<file path="src/rtl/sr_probe_pkg.sv">
// Shared types and constants for the latch-chain latency probe.
package sr_probe_pkg;

   localparam int unsigned CNT_W_DEF = 10;

   typedef enum logic [2:0] {
      IDLE   = 3'd0,
      FLUSH  = 3'd1,
      LAUNCH = 3'd2,
      PRBS   = 3'd3,
      DONE   = 3'd4
   } state_e;

   // PRBS7, x^7 + x^6 + 1; bit 0 holds the newest bit, bit 6 the oldest
   localparam logic [6:0] PRBS7_SEED = 7'h7F;

   function automatic logic prbs7_bit(input logic [6:0] s);
      return s[6] ^ s[5];
   endfunction

   function automatic logic [6:0] prbs7_step(input logic [6:0] s);
      return {s[5:0], s[6] ^ s[5]};
   endfunction

endpackage

</file>
<file path="src/rtl/sr_probe_sync.sv">
// Multi-flop synchronizer for the asynchronous chain output.
module sr_probe_sync #(
   parameter int unsigned STAGES = 2
) (
   input  logic clk,
   input  logic rst_n,
   input  logic d_i,
   output logic q_o
);

   logic [STAGES-1:0] sync_q;

   always_ff @(posedge clk) begin
      if (!rst_n) sync_q <= '0;
      else        sync_q <= {sync_q[STAGES-2:0], d_i};
   end

   assign q_o = sync_q[STAGES-1];

endmodule

</file>
<file path="src/rtl/sr_latency_probe.sv">
// Flushes the latch chain, launches a 0->1 step and measures its latency.
// Optional PRBS7 bit-error check after detect: define SR_PROBE_PRBS_CHECK_EN.
module sr_latency_probe
   import sr_probe_pkg::*;
#(
   parameter int unsigned SYNC_STAGES  = 2,
   parameter int unsigned FLUSH_CYCLES = 300,
   parameter int unsigned MAX_CYCLES   = 1023,
   parameter int unsigned CNT_W        = CNT_W_DEF
`ifdef SR_PROBE_PRBS_CHECK_EN
  ,parameter int unsigned BIT_CYCLES   = 2,
   parameter int unsigned PRBS_BITS    = 255
`endif
) (
   input  logic             clk,
   input  logic             rst_n,
   input  logic             start,
   output logic             sr_in_o,
   input  logic             sr_out_i,
   output logic             busy,
   output logic             done,
   output logic             stuck,
   output logic             timeout,
   output logic [CNT_W-1:0] latency,
   output logic [CNT_W-1:0] err_cnt
);

   localparam int unsigned FL_W = $clog2(FLUSH_CYCLES);
   localparam int unsigned CW   = (FL_W > CNT_W) ? FL_W : CNT_W;

   state_e           state_q;
   logic [CW-1:0]    cnt_q;
   logic             sr_in_q, busy_q, done_q, stuck_q, timeout_q;
   logic [CNT_W-1:0] latency_q;
   logic [CNT_W-1:0] lat_c;
   logic             sr_out_sync;

   sr_probe_sync #(.STAGES(SYNC_STAGES)) u_sync (
      .clk   (clk),
      .rst_n (rst_n),
      .d_i   (sr_out_i),
      .q_o   (sr_out_sync)
   );

   // Count includes the synchronizer delay; remove it, clamping at 0
   always_comb begin
      lat_c = '0;
      if (cnt_q >= CW'(SYNC_STAGES)) lat_c = CNT_W'(cnt_q - CW'(SYNC_STAGES));
   end

`ifdef SR_PROBE_PRBS_CHECK_EN
   localparam int unsigned PB_W = $clog2(PRBS_BITS + 1);
   localparam int unsigned PH_W = $clog2(BIT_CYCLES) + 1;
   localparam int unsigned RW   = CNT_W + 2;

   logic [6:0]       lfsr_q, rx_hist_q;
   logic [PB_W-1:0]  tx_cnt_q, rx_cnt_q;
   logic [PH_W-1:0]  tx_ph_q;
   logic [RW-1:0]    rxw_q;
   logic [CNT_W-1:0] err_cnt_q;
`endif

   always_ff @(posedge clk) begin
      if (!rst_n) begin
         state_q   <= IDLE;
         cnt_q     <= '0;
         sr_in_q   <= 1'b0;
         busy_q    <= 1'b0;
         done_q    <= 1'b0;
         stuck_q   <= 1'b0;
         timeout_q <= 1'b0;
         latency_q <= '0;
`ifdef SR_PROBE_PRBS_CHECK_EN
         lfsr_q    <= PRBS7_SEED;
         rx_hist_q <= '0;
         tx_cnt_q  <= '0;
         rx_cnt_q  <= '0;
         tx_ph_q   <= '0;
         rxw_q     <= '0;
         err_cnt_q <= '0;
`endif
      end else begin
         done_q <= 1'b0;
         case (state_q)
            IDLE: begin
               if (start) begin
                  state_q   <= FLUSH;
                  busy_q    <= 1'b1;
                  cnt_q     <= '0;
                  stuck_q   <= 1'b0;
                  timeout_q <= 1'b0;
                  latency_q <= '0;
`ifdef SR_PROBE_PRBS_CHECK_EN
                  err_cnt_q <= '0;
`endif
               end
            end
            FLUSH: begin
               if (cnt_q == CW'(FLUSH_CYCLES - 1)) begin
                  cnt_q <= '0;
                  if (sr_out_sync) begin
                     stuck_q <= 1'b1;
                     done_q  <= 1'b1;
                     state_q <= DONE;
                  end else begin
                     sr_in_q <= 1'b1;
                     state_q <= LAUNCH;
                  end
               end else begin
                  cnt_q <= cnt_q + CW'(1);
               end
            end
            LAUNCH: begin
               if (sr_out_sync) begin
                  latency_q <= lat_c;
`ifdef SR_PROBE_PRBS_CHECK_EN
                  state_q   <= PRBS;
                  sr_in_q   <= prbs7_bit(PRBS7_SEED);
                  lfsr_q    <= prbs7_step(PRBS7_SEED);
                  tx_cnt_q  <= PB_W'(1);
                  tx_ph_q   <= '0;
                  rx_cnt_q  <= '0;
                  rx_hist_q <= '0;
                  rxw_q     <= RW'(lat_c) + RW'(SYNC_STAGES + BIT_CYCLES / 2);
`else
                  sr_in_q   <= 1'b0;
                  done_q    <= 1'b1;
                  state_q   <= DONE;
`endif
               end else if (cnt_q == CW'(MAX_CYCLES - 1)) begin
                  timeout_q <= 1'b1;
                  latency_q <= CNT_W'(MAX_CYCLES);
                  sr_in_q   <= 1'b0;
                  done_q    <= 1'b1;
                  state_q   <= DONE;
               end else begin
                  cnt_q <= cnt_q + CW'(1);
               end
            end
`ifdef SR_PROBE_PRBS_CHECK_EN
            PRBS: begin
               // Transmit: one PRBS bit per BIT_CYCLES, then idle low
               if (tx_ph_q == PH_W'(BIT_CYCLES - 1)) begin
                  tx_ph_q <= '0;
                  if (tx_cnt_q != PB_W'(PRBS_BITS)) begin
                     sr_in_q  <= prbs7_bit(lfsr_q);
                     lfsr_q   <= prbs7_step(lfsr_q);
                     tx_cnt_q <= tx_cnt_q + PB_W'(1);
                  end else begin
                     sr_in_q <= 1'b0;
                  end
               end else begin
                  tx_ph_q <= tx_ph_q + PH_W'(1);
               end
               // Receive: self-synchronising check once the history is seeded
               if (rxw_q == '0) begin
                  rxw_q     <= RW'(BIT_CYCLES - 1);
                  rx_hist_q <= {rx_hist_q[5:0], sr_out_sync};
                  rx_cnt_q  <= rx_cnt_q + PB_W'(1);
                  if (rx_cnt_q >= PB_W'(7) && sr_out_sync != prbs7_bit(rx_hist_q) &&
                      err_cnt_q != '1)
                     err_cnt_q <= err_cnt_q + CNT_W'(1);
                  if (rx_cnt_q == PB_W'(PRBS_BITS - 1)) begin
                     sr_in_q <= 1'b0;
                     done_q  <= 1'b1;
                     state_q <= DONE;
                  end
               end else begin
                  rxw_q <= rxw_q - RW'(1);
               end
            end
`endif
            DONE: begin
               sr_in_q <= 1'b0;
               busy_q  <= 1'b0;
               state_q <= IDLE;
            end
            default: state_q <= IDLE;
         endcase
      end
   end

   assign sr_in_o = sr_in_q;
   assign busy    = busy_q;
   assign done    = done_q;
   assign stuck   = stuck_q;
   assign timeout = timeout_q;
   assign latency = latency_q;
`ifdef SR_PROBE_PRBS_CHECK_EN
   assign err_cnt = err_cnt_q;
`else
   assign err_cnt = '0;
`endif

endmodule

</file>
<file path="config.mk">
export PLATFORM = sky130hd
export DESIGN_NAME = sr_latency_probe
export DESIGN_NICKNAME = d
export VERILOG_FILES = /design/src/rtl/sr_probe_pkg.sv /design/src/rtl/sr_probe_sync.sv /design/src/rtl/sr_latency_probe.sv
export SDC_FILE = /design/constraint.sdc
export NUM_CORES = 1
export LEC_CHECK = 0
export BUFFER_PORTS_ARGS = -buffer_cell sky130_fd_sc_hd__buf_4
export CORE_UTILIZATION = 45
export CTS_BUF_LIST = sky130_fd_sc_hd__clkbuf_2
export CTS_CLUSTER_SIZE = 25
export DETAILED_ROUTE_END_ITERATION = 8
export PLACE_DENSITY = 0.66
export SYNTH_ARGS = -nofsm -noshare
export SYNTH_HDL_FRONTEND = slang
export SYNTH_SLANG_ARGS = --single-unit
</file>
<file path="constraint.sdc">
create_clock -name clk -period 2.92 [get_ports clk]
set_input_delay 0.292 -clock clk [delete_from_list [all_inputs] [get_ports clk]]
set_output_delay 0.292 -clock clk [all_outputs]
set_load 0.05 [all_outputs]
</file>
* Word-level counts from Yosys, hierarchy flattened
Index checks and enable logic that the tools add are counted.
** Cells by class
- Muxes and demuxes :: 34
- Shift-type cells :: 0
- Reduce and logical (&&, ||, !) cells :: 13
- Equal/unequal tests :: 13
- Add/sub/neg operators :: 2
- Multipliers :: 0
- Bitwise logic cells :: 0
- Magnitude comparators :: 1
- Divide/modulo/power cells :: 0
** Operators by type and width (count)
- $mux 10 :: 7
- $pmux 10 s3 :: 1
- $pmux 10 s2 :: 1
- $reduce_and 4->1 :: 4
- $mux 3 :: 5
- $mux 1 :: 14
- $ne 2x2->1 const B :: 6
- $add 10x1->10 const B :: 1
- $eq 10x10->1 const B :: 1
- $eq 10x9->1 const B :: 1
- $ge 10x2->1 const B :: 1
- $sub 10x2->10 const B :: 1
- $pmux 3 s3 :: 1
- $pmux 1 s2 :: 4
- $reduce_and 3->1 :: 2
- $reduce_bool 2->1 :: 3
- $reduce_bool 3->1 :: 2
- $eq 3x1->1 const B :: 1
- $eq 3x2->1 const B :: 1
- $eq 3x3->1 const B :: 1
- $logic_not 3->1 :: 1
- $ne 3x2->1 const B :: 1
- $pmux 1 s3 :: 1
- $ne 2x1->1 const B :: 1
- $reduce_and 2->1 :: 1
** Word-level totals
- Latch bits :: 0
- Word-level logic and storage cells :: 72
- Bits in read-only memories :: 0
- Output and inout port bits :: 25
- Bits in writable memories :: 0
- Memories kept :: 0
- Register bits :: 30
- Input port bits :: 4

* Longest topological paths before layout
Gate-level depths: netlist (run 1).
- Word-level depth :: 4
- Mapped depth :: 8
- Depth with buffers taken out :: 6

* By module
A second synthesis (run 1) with hierarchy kept.
** Unflattened totals
- Cell total of the unflattened synthesis :: 205
- Area total of the unflattened synthesis :: 1722.9 um^2
** Modules (own cells, without submodules)
- sr_latency_probe :: instances 1, cells an instance 201, seq. area each 560.5 um^2, area each 1670.4 um^2
- sr_probe_sync :: instances 1, cells an instance 4, seq. area each 40.0 um^2, area each 52.6 um^2

* Worst setup path before layout (run 1)
OpenSTA, ideal clock, no wires.
- Path type :: reg2reg
- Start :: reg cnt_q[2]
- End :: reg latency_q[9], in the netlist latency[9]
- Data required time :: 2.798 ns
- Period minus slack after synthesis :: 1.986 ns
- Arrival time :: 1.864 ns
- Buffers on the path :: 1
- Cell stages (with the launch flop) :: 8
- Slack :: 0.934 ns
- Setup time :: 0.122 ns
- Cells stage by stage :: dfxtp_1 -> buf_2 -> inv_1 -> ha_1 -> or4b_2 -> nor3_1 -> xor2_1 -> a221o_1
** Between the ends
- Word-level cells in the longest chain between the ends :: 4
- Elaborated cells on any way between the ends :: 8
- Classes of those cells :: add/sub: 1; order compare: 1; eq/ne: 2; mux: 3; reduce/logical: 1
** RTL lines
- from (decl) :: line sr_latency_probe.sv:32 : logic [CW-1:0] cnt_q;
- from (signal assigned) :: line sr_latency_probe.sv:110 : cnt_q <= cnt_q + CW'(1);
- from (signal assigned) :: line sr_latency_probe.sv:137 : cnt_q <= cnt_q + CW'(1);
- $sub 10x2->10 or $ge 10x2->1 (tied branches) :: line sr_latency_probe.sv:48 : if (cnt_q >= CW'(SYNC_STAGES)) lat_c = CNT_W'(cnt_q - CW'(SYNC_STAGES));
- $mux 10 :: line sr_latency_probe.sv:48
- $mux 10 :: line sr_latency_probe.sv:114 : if (sr_out_sync) begin
- $pmux 10 s2 :: line sr_latency_probe.sv:84 : case (state_q)
- to (signal assigned) :: line sr_latency_probe.sv:115 : latency_q <= lat_c;
- to (signal assigned) :: line sr_latency_probe.sv:132 : latency_q <= CNT_W'(MAX_CYCLES);
- to (decl) :: line sr_latency_probe.sv:34 : logic [CNT_W-1:0] latency_q;
Parallel ways exist; a longest one is shown, timed or not.
A chain may end at the register's enable or synchronous reset.

* Worst setup path after layout (run 1)
- Start :: reg cnt_q[1]
- End :: reg latency_q[9], in the netlist latency[9]
Same word-level chain as after synthesis.

==> results of run 1 <==
-- cell usage after synthesis, types with 3 or more instances --
cell type / instances
nor2_1: 6
buf_2: 6
dfxtp_1: 30
or3_1: 3
nand2_1: 12
ha_1: 4
nand3_1: 8
a21oi_1: 11
o31ai_1: 10
a31oi_1: 3
nand4_1: 4
clkbuf_1: 5
nor4_1: 3
a22o_1: 8
or4_1: 9
and2_1: 3
inv_1: 7
nor3_1: 4
buf_4: 11
and3_1: 3
buf_6: 3
-- layer usage --
metal,up-vias,global-route usage (%)
li1,719,-
met1,712,24.6
met4,0,7.10
met2,62,32.5
met3,7,5.43
met5,-,0
-- state kept, by name (all words and copies together), names as in the netlist --
register	cells
sr_in_o	1
busy	1
timeout	1
done	1
cnt_q	10
stuck	1
state_q	3
latency	10
u_sync.sync_q	2
-- cell families (layout without fill, tap and decap cells) --
group / Yosys count / count (layout)
compound gates: 48 / 48
xor+xnor: 4 / 4
fa+ha+maj: 4 / 4
buf+inv: 32 / 33
flops: 30 / 30
other cells: 1 / 10
simple gates: 73 / 73
-- power groups by stage --
stage / logic, mW / clock network (mW) / registers, mW
final: 0.0848 / 0.196 / 0.424
after global routing: 0.0925 / 0.221 / 0.425
after CTS: 0.0846 / 0.202 / 0.424
after detailed placement: 0.0843 / 0 / 0.432
after global placement: 0.0836 / 0 / 0.432
after floorplan: 0.0850 / 0 / 0.432
-- per-stage QoR --
step / cells / util (%) / area [um2] / hold slack (ns) / setup slack (ns)
2_1_floorplan: 201 / - / 1720 / 0.412 / 0.934
3_3_place_gp: 241 / 50.8 / 1760 / 0.414 / 0.871
3_5_place_dp: 241 / 50.8 / 1760 / 0.428 / 0.811
4_1_cts: 248 / 51.8 / 1800 / 0.128 / 0.775
5_1_grt: 248 / 51.8 / 1800 / 0.125 / 0.626
6_report: 248 / 51.8 / 1800 / 0.137 / 0.769
-- worst max path at each step --
stage	startpoint	to	slack [ns]	cells after the start
floorplan	cnt_q[2]	latency[9]	0.93	7
global placement	cnt_q[1]	latency[9]	0.87	5
detailed placement	cnt_q[1]	latency[9]	0.81	5
CTS	cnt_q[1]	latency[9]	0.78	5
global route	cnt_q[1]	latency[9]	0.63	5
finish	cnt_q[1]	latency[9]	0.77	5
-- cell type report --
type | count | area, um2 | area share [%]
inverters | 7 | 26.3 | 1.46
multi-input cells | 139 | 936 | 52.1
flip-flops and latches | 30 | 601 | 33.4
well taps | 46 | 57.6 | 3.20
repair buffers | 19 | 143 | 7.93
clock buffers | 7 | 35.0 | 1.95
-- cells in the final DEF, fill, tap and decap left out, types with 4 or more instances in the layout --
master,count
or4_1,9
nor3_1,4
o31ai_1,10
a22o_1,8
conb_1,10
nand3_1,8
buf_4,19
inv_1,7
dfxtp_1,30
clkbuf_2,7
nand2_1,12
a21oi_1,11
nor2_1,6
ha_1,4
nand4_1,4
==> flow_metrics.env, run 1 <==
export IMPL_synth_top_family_by_area="simple AND/OR/NAND/NOR gates"
export IMPL_synth_area_leaders="dfxtp_1 (36%), buf_4 (4.9%), o31ai_1 (4.4%)"
export IMPL_max_slew_worst_pin_slew_ns=0.629
export IMPL_antenna_found_initial=0
export IMPL_synth_cell_type_count=51
export IMPL_dp_hpwl_um=2510
export IMPL_area_growth_syn_to_layout_pct=6.52
export IMPL_synth_area_um2=1690
export IMPL_dr_wl_met2_um=1700
export IMPL_met3_length_um=220
export IMPL_ys_ff_latch=30
export IMPL_grt_pass1_vias=1386
export IMPL_r2r_start="cnt_q[1]"
export IMPL_reg2reg_to="latency[9]"
export IMPL_synth_mux_area_share_pct=0
export IMPL_reg2reg_depth=5
export IMPL_cts_num_sinks=30
export IMPL_cpLargestDelayFamily="compound AO/OA/AOI/OAI gates"
export IMPL_yosys_area_share_adder_pct=2.97
export IMPL_synth_top_cell_area_share_pct=35.6
export IMPL_max_slew_margin_rel_pct=58.0
export IMPL_hold_depth=2
export IMPL_drc=0
export IMPL_clockRootBuffer="clkbuf_2"
export IMPL_drv_cap=0
export IMPL_grt_max_degree=22
export IMPL_synth_top_area_cell="dfxtp_1"
export IMPL_cts_buffer_depth=2
export IMPL_post_cts_buffers=0
export IMPL_p_leak_nw=0.680
export IMPL_synthCells=192
export IMPL_wire_per_inst_um=14.5
export IMPL_switching_power_uw=207
export IMPL_io_pins=29
export IMPL_synthSimpleGateAreaFrac_pct=26.5
export IMPL_rsz0062_at_grt="false"
export IMPL_cts_hold_buf=0
export IMPL_grt_overflow=0
export IMPL_dieArea_um2=4000
export IMPL_yosysSeqAreaShare_pct=35.6
export IMPL_finalSetupTns_ns=0
export IMPL_crit_type="reg2reg"
export IMPL_cts_resized_gates=0
export IMPL_cpPeakStageDelay_ns=0.50
export IMPL_crit_arrival_ns=2.42
export IMPL_swShare_pct=29.4
export IMPL_fin_crit_ns=2.15
export IMPL_track_usage_pct=19.8
export IMPL_drt_met1_wl_um=1630
export IMPL_synth_ff_type="dfxtp_1"
export IMPL_cts_buffers=5
export IMPL_antenna_cells=0
export IMPL_grt_pass1_wl_um=6310
export IMPL_gp_congestion=0.811
export IMPL_combPwrFrac_pct=12.0
export IMPL_final_layout_size_suffix_gt1_share_pct=16.8
export IMPL_synth_xor_xnor_area_share_pct=2.08
export IMPL_slew_violations=0
export IMPL_peakVddDrop_v=0.000185
export IMPL_hold_path_end="u_sync.sync_q[0]"
export IMPL_seq_power_share_pct=60.1
export IMPL_ys_warn_count=0
export IMPL_synth_edff_count=0
export IMPL_p_int_uw=497
export IMPL_regToRegSetupSlack_ns=0.77
export IMPL_fp_dieW_um=63.2
export IMPL_fin_nets=210
export IMPL_postSynth_asyncResetShare_pct=0
export IMPL_clkPwrFrac_pct=27.9
export IMPL_synth_avg_cell_area_um2=8.79
export IMPL_io_buffers=18
export IMPL_period_share_pct=73.7
export IMPL_skew_ns=0.0175
export IMPL_vias=1500
export IMPL_cts_tree="yes"
export IMPL_clk_insertion_delay_late_ns=0.37
export IMPL_rows=21
export IMPL_coreArea_um2=3470
export IMPL_num_fill_cells=346
export IMPL_synth_compound_area_share_pct=21.3
export IMPL_hold_path_class="in2reg"
export IMPL_ant_nets=0
export IMPL_holdCritStartpoint="sr_out_i"
export IMPL_crit_chain="ha_1 -> nand3_1 -> o311a_1 -> o41a_1 -> a221o_1"
export IMPL_finalSetupViolations=0
export IMPL_h_tree_depth=2
export IMPL_hold_viol_final=0
export IMPL_first_pass_iters=4
export IMPL_die_y_um=63.2
export IMPL_avgViaCountPerCell=6.05
export IMPL_cp_end_kind="flip-flop"
export IMPL_path_buf_inv=0
export IMPL_outcome="completed"
export IMPL_fmax_mhz=465
export IMPL_clk_pin_slew_ns=0.15
export IMPL_drtIter0Drc=82
export IMPL_p_per_area_nw_per_um2=392
export IMPL_cp_max_fo=10
export IMPL_cpMaxStageDelayCell="dfxtp_1"
export IMPL_crit_required_ns=3.19
export IMPL_critPathLaunchType="flip-flop"
export IMPL_wl_um=3600
export IMPL_initial_utilization_pct=48.7
export IMPL_total_power_uw=705
export IMPL_highest_layer="met4"
Note: power is estimated with default switching activity, not from simulation.
==> run 2, diff against run 1 <==
- PLACE_DENSITY: 0.66 -> 0.69
- clock period: 2.92 -> 1.75 ns (I/O delays scaled with it)
==> run 2 against run 1 <==
Compared with the run above: the run now ends with setup timing left; cell count up 21%; die area unchanged; largest cell class unchanged; global-route usage up 3.2 points; non-clock buffer count up 52; count of clock-buffer cells in the layout unchanged; highest routed layer unchanged; setup slack worse by 0.83 ns; register-to-register slack worse by 0.83 ns; design area up 33%; first-iteration DRC count up 41%; worst hold slack worse by 0.056 ns; core utilization up 17 points; via count up 17%.
==> flow_metrics.env, run 2 (same netlist as run 1, synthesis figures left out) <==
export IMPL_outcome="finished, violations left"
export IMPL_violations="setup timing"
export IMPL_final_layout_size_suffix_gt1_share_pct=44.1
export IMPL_cts_tree="yes"
export IMPL_wire_per_inst_um=15.9
export IMPL_finalSetupViolations=19
export IMPL_gp_congestion=0.856
export IMPL_drtIter0Drc=116
export IMPL_fmax_mhz=551
export IMPL_avgViaCountPerCell=5.83
export IMPL_cts_buffers=5
export IMPL_period_share_pct=104
export IMPL_coreArea_um2=3470
export IMPL_fp_dieW_um=63.2
export IMPL_hold_path_end="busy"
export IMPL_total_power_mw=1.25
export IMPL_crit_arrival_ns=2.07
export IMPL_final_common_cell="buf_4"
export IMPL_fin_nets=262
export IMPL_first_pass_iters=5
export IMPL_max_slew_worst_pin_slew_ns=0.552
export IMPL_clockRootBuffer="clkbuf_2"
export IMPL_drc=0
export IMPL_dp_hpwl_um=3140
export IMPL_utilization_pct=69.2
export IMPL_reg2reg_depth=7
export IMPL_skew_ns=0.0201
export IMPL_cts_buffer_depth=2
export IMPL_initial_utilization_pct=48.7
export IMPL_drv_cap=0
export IMPL_antenna_cells=0
export IMPL_vias=1748
export IMPL_p_per_area_nw_per_um2=520
export IMPL_p_leak_nw=1.00
export IMPL_grt_max_degree=21
export IMPL_regToRegSetupSlack_ns=-0.07
export IMPL_rows=21
export IMPL_critPathLaunchType="flip-flop"
export IMPL_holdCritStartpoint="start"
export IMPL_grt_overflow=0
export IMPL_cp_end_kind="flip-flop"
export IMPL_peakVddDrop_v=0.000353
export IMPL_wl_um=4770
export IMPL_hold_path_class="in2reg"
export IMPL_cp_max_fo=4
export IMPL_hold_depth=3
export IMPL_clk_insertion_delay_late_ns=0.36
export IMPL_crit_required_ns=2.00
export IMPL_track_usage_pct=23.0
export IMPL_clk_pin_slew_ns=0.15
export IMPL_area_growth_syn_to_layout_pct=42.1
export IMPL_die_y_um=63.2
export IMPL_io_buffers=18
export IMPL_r2r_start="cnt_q[0]"
export IMPL_reg2reg_to="latency[4]"
export IMPL_ant_nets=0
export IMPL_final_cell_mix="buf_4 (63), dfxtp_1 (23), nand2_1 (12)"
export IMPL_hold_viol_final=0
export IMPL_max_slew_margin_rel_pct=62.7
export IMPL_grt_pass1_wl_um=7200
export IMPL_setup_ws_ns=-0.0659
export IMPL_whs_ns=0.0807
export IMPL_h_tree_depth=2
export IMPL_cts_num_sinks=30
export IMPL_grt_pass1_vias=1625
export IMPL_pre_cts_slack_ns=-0.104
export IMPL_rsz0062_at_grt="true"
export IMPL_fin_crit_ns=1.82
export IMPL_dieArea_um2=4000
export IMPL_io_pins=29
export IMPL_slew_violations=0
export IMPL_crit_type="reg2reg"
export IMPL_antenna_found_initial=0
## run 2: changes by cell type in the layout (fill, tap and decap cells not counted), sizes merged
cell / delta
buf: +51
dlygate4sd3: +1
## run 2: routing by layer
layer	wire length [um]	GRT usage (%)	vias up
li1	-	-	819
met1	1990	26.8	835
met2	2380	38.4	76
met3	287	6.16	18
met4	114	11.6	0
met5	0	0	-
## run 2: how the worst max path moves through the flow
stage | from | end | slack (ns) | depth (start not counted)
finish | cnt_q[0] | latency[4] | -0.07 | 7
global placement | cnt_q[2] | latency[7] | -0.07 | 5
CTS | cnt_q[0] | latency[1] | -0.07 | 7
global route | cnt_q[0] | latency[2] | -0.12 | 7
floorplan | cnt_q[0] | latency[9] | -0.04 | 7
detailed placement | cnt_q[2] | latency[7] | -0.10 | 5
## run 2: layout make-up
cell class	count	area, um2
Multi-Input combinational cell	139	1090
Fill cell	265	1070
Sequential cell	30	617
Timing Repair Buffer	71	573
Tap cell	46	57.6
Clock buffer	7	35.0
Inverter	7	28.8
## run 2: critical path, stage by stage, from the launching register on
cell and delay [ns]:
dfxtp_2 0.36, inv_2 0.08, ha_4 0.15, nand3_2 0.07, o311a_1 0.30, o41a_1 0.37
buf_2 0.17, a22o_1 0.22
## run 2: where the power goes
| group | switching, mW | internal (mW) |
|---|---|---|
| registers | 0.00699 | 0.688 |
| logic | 0.140 | 0.0889 |
| clock network | 0.219 | 0.104 |
## run 2: stage by stage
stage | cell area [um2] | cells | TNS [ns]
floorplan | 1770 | 201 | -0.0888
global placement | 2110 | 279 | -0.591
detailed placement | 2110 | 279 | -1.14
CTS | 2210 | 291 | -0.603
global route | 2400 | 300 | -1.75
finish | 2400 | 300 | -0.565
## run 2: timing repair
item / CTS / global route
pin swaps: 1 / 16
cloned: 1 / 1
setup buffers: 4 / 7
endpoints found under the setup margin: 20 / 22
resized for setup: 9 / 30
endpoints found under the hold margin: 0 / 1
hold buffers: 0 / 1
==> run 3, diff against run 2 <==
- SKIP_CTS_REPAIR_TIMING: default -> 1
==> run 3 against run 2 <==
Compared with the run above: the flow still finishes with violations (setup timing); sequential power barely moved; combinational power grew 2%; critical path depth unchanged; total power is 0.67% higher; via count rose by 1.1%; non-clock buffer count is 4 lower; wire length rose by 5.0%; clock skew fell by 0.0099 ns; critical endpoint is now latency[8]; largest power group unchanged.
==> flow_metrics.env, run 3 (same netlist as run 1, synthesis figures left out) <==
export IMPL_outcome="finished, violations left"
export IMPL_violations="setup timing"
export IMPL_crit_type="reg2reg"
export IMPL_grt_max_degree=21
export IMPL_slew_violations=0
export IMPL_gp_congestion=0.856
export IMPL_multi_input_area_um2=1090
export IMPL_cp_end_kind="flip-flop"
export IMPL_grt_pass1_wl_um=7020
export IMPL_placed_area_um2=2110
export IMPL_max_slew_worst_pin_slew_ns=0.485
export IMPL_cp_depth=7
export IMPL_hold_viol_final=0
export IMPL_cpMaxStageDelayCell="o41a_1"
export IMPL_cts_tree="yes"
export IMPL_p_int_uw=882
export IMPL_final_cell_mix="buf_4 (57), dfxtp_1 (22), nand2_1 (12)"
export IMPL_area_growth_syn_to_layout_pct=41.1
export IMPL_wire_per_inst_um=16.9
export IMPL_fin_nets=259
export IMPL_cp_max_fo=4
export IMPL_ant_nets=0
export IMPL_seq_power_share_pct=55.6
export IMPL_startpoint="cnt_q[0]"
export IMPL_peakVddDrop_v=0.000453
export IMPL_clk_pin_slew_ns=0.14
export IMPL_coreArea_um2=3470
export IMPL_avgViaCountPerCell=5.95
export IMPL_dieArea_um2=4000
export IMPL_period_share_pct=106
export IMPL_rows=21
export IMPL_crit_path_end="latency[8]"
export IMPL_p_leak_nw=0.992
export IMPL_fp_dieW_um=63.2
export IMPL_combPwrFrac_pct=18.5
export IMPL_io_pins=29
export IMPL_io_buffers=18
export IMPL_antenna_cells=0
export IMPL_p_per_area_nw_per_um2=527
export IMPL_dp_hpwl_um=3140
export IMPL_drtIter0Drc=134
export IMPL_crit_chain="inv_2 -> ha_4 -> nand3_2 -> o311a_1 -> o41a_1 -> buf_2 -> a22o_1"
export IMPL_first_pass_iters=4
export IMPL_cpLargestDelayFamily="compound AO/OA/AOI/OAI gates"
export IMPL_antenna_found_initial=0
export IMPL_crit_required_ns=2.00
export IMPL_reg2reg_to="latency[8]"
export IMPL_drv_cap=0
export IMPL_final_area_um2=2380
export IMPL_r2r_start="cnt_q[0]"
export IMPL_grt_pass1_vias=1575
export IMPL_cpPeakStageDelay_ns=0.37
export IMPL_clkPwrFrac_pct=25.9
export IMPL_fin_crit_ns=1.86
export IMPL_track_usage_pct=22.2
export IMPL_drc=0
export IMPL_whs_ns=0.0181
export IMPL_regToRegSetupSlack_ns=-0.11
export IMPL_final_layout_size_suffix_gt1_share_pct=45.4
export IMPL_cts_num_sinks=30
export IMPL_initial_utilization_pct=48.7
export IMPL_path_buf_inv=2
export IMPL_grt_overflow=0
export IMPL_final_common_cell="buf_4"
export IMPL_vias=1768
export IMPL_h_tree_depth=2
export IMPL_die_y_um=63.2
export IMPL_crit_arrival_ns=2.11
export IMPL_reg2reg_depth=7
export IMPL_cts_buffers=5
export IMPL_total_power_mw=1.26
export IMPL_rsz0062_at_grt="true"
export IMPL_finalSetupViolations=12
export IMPL_swShare_pct=29.7
export IMPL_switching_power_uw=373
export IMPL_critPathLaunchType="flip-flop"
export IMPL_clockRootBuffer="clkbuf_2"
export IMPL_clk_insertion_delay_late_ns=0.35
export IMPL_wl_um=5010
export IMPL_num_fill_cells=280
export IMPL_hold_path_class="in2reg"
export IMPL_utilization_pct=68.7
export IMPL_max_slew_margin_rel_pct=67.2
export IMPL_cts_buffer_depth=2
export IMPL_finalSetupTns_ns=-0.905
export IMPL_skew_ns=0.0102
export IMPL_setup_ws_ns=-0.110
export IMPL_fmax_mhz=538
export IMPL_seq_area_um2=616
run 3: changes by cell type in the layout (fill, tap and decap cells not counted), sizes merged:
cell / before / now
dlygate4sd3: 1 / 0
a21o: 2 / 3
buf: 70 / 67
run 3: metrics by stage:
stage	instances	setup WS, ns
after floorplan	201	-0.0359
after global placement	279	-0.0653
after detailed placement	279	-0.104
after global routing	297	-0.146
after CTS	286	-0.158
final	297	-0.110
run 3: worst min-delay path by stage:
stage	start	endpoint	slack, ns	cells past startpoint
2_1_floorplan	sr_out_i	u_sync.sync_q[0]	0.30	1
3_3_place_gp	sr_out_i	u_sync.sync_q[0]	0.38	2
3_5_place_dp	sr_out_i	u_sync.sync_q[0]	0.39	2
4_1_cts	sr_out_i	u_sync.sync_q[0]	0.02	2
5_1_grt	sr_out_i	u_sync.sync_q[0]	-0.01	2
6_report	sr_out_i	u_sync.sync_q[0]	0.02	2
run 3: power by group through the flow:
stage               clock (mW)  sequential, mW  combinational [mW]
floorplan                    0           0.720               0.147
global placement             0           0.713               0.187
global route             0.375           0.699               0.244
finish                   0.325           0.698               0.233
CTS                      0.327           0.699               0.192
detailed placement           0           0.713               0.192
run 3: layer usage:
| metal | wire length, um | track usage (%) | share of wire (%) | up-vias |
|---|---|---|---|---|
| li1 | - | - | - | 813 |
| met1 | 2100 | 26.3 | 42 | 858 |
| met2 | 2430 | 38.0 | 48 | 74 |
| met3 | 281 | 5.25 | 5.6 | 23 |
| met4 | 192 | 9.09 | 3.8 | 0 |
| met5 | 0 | 0 | 0 | - |
run 3: area by class of cell:
type	count	area share [%]
inverters	7	1.10
flip-flops and latches	30	25.9
clock buffers	7	1.47
multi-input cells	140	46.0
repair buffers	67	23.2
well taps	46	2.42
run 3: worst register-to-register path, delay by kind of cell (launching register included):
family	cells	cell delay, ns
AND/OR/NAND/NOR	1	0.08
adder cells (fa/ha/maj)	1	0.17
flip-flops	1	0.36
buffers and inverters	2	0.25
AO/OA/AOI/OAI	3	0.90
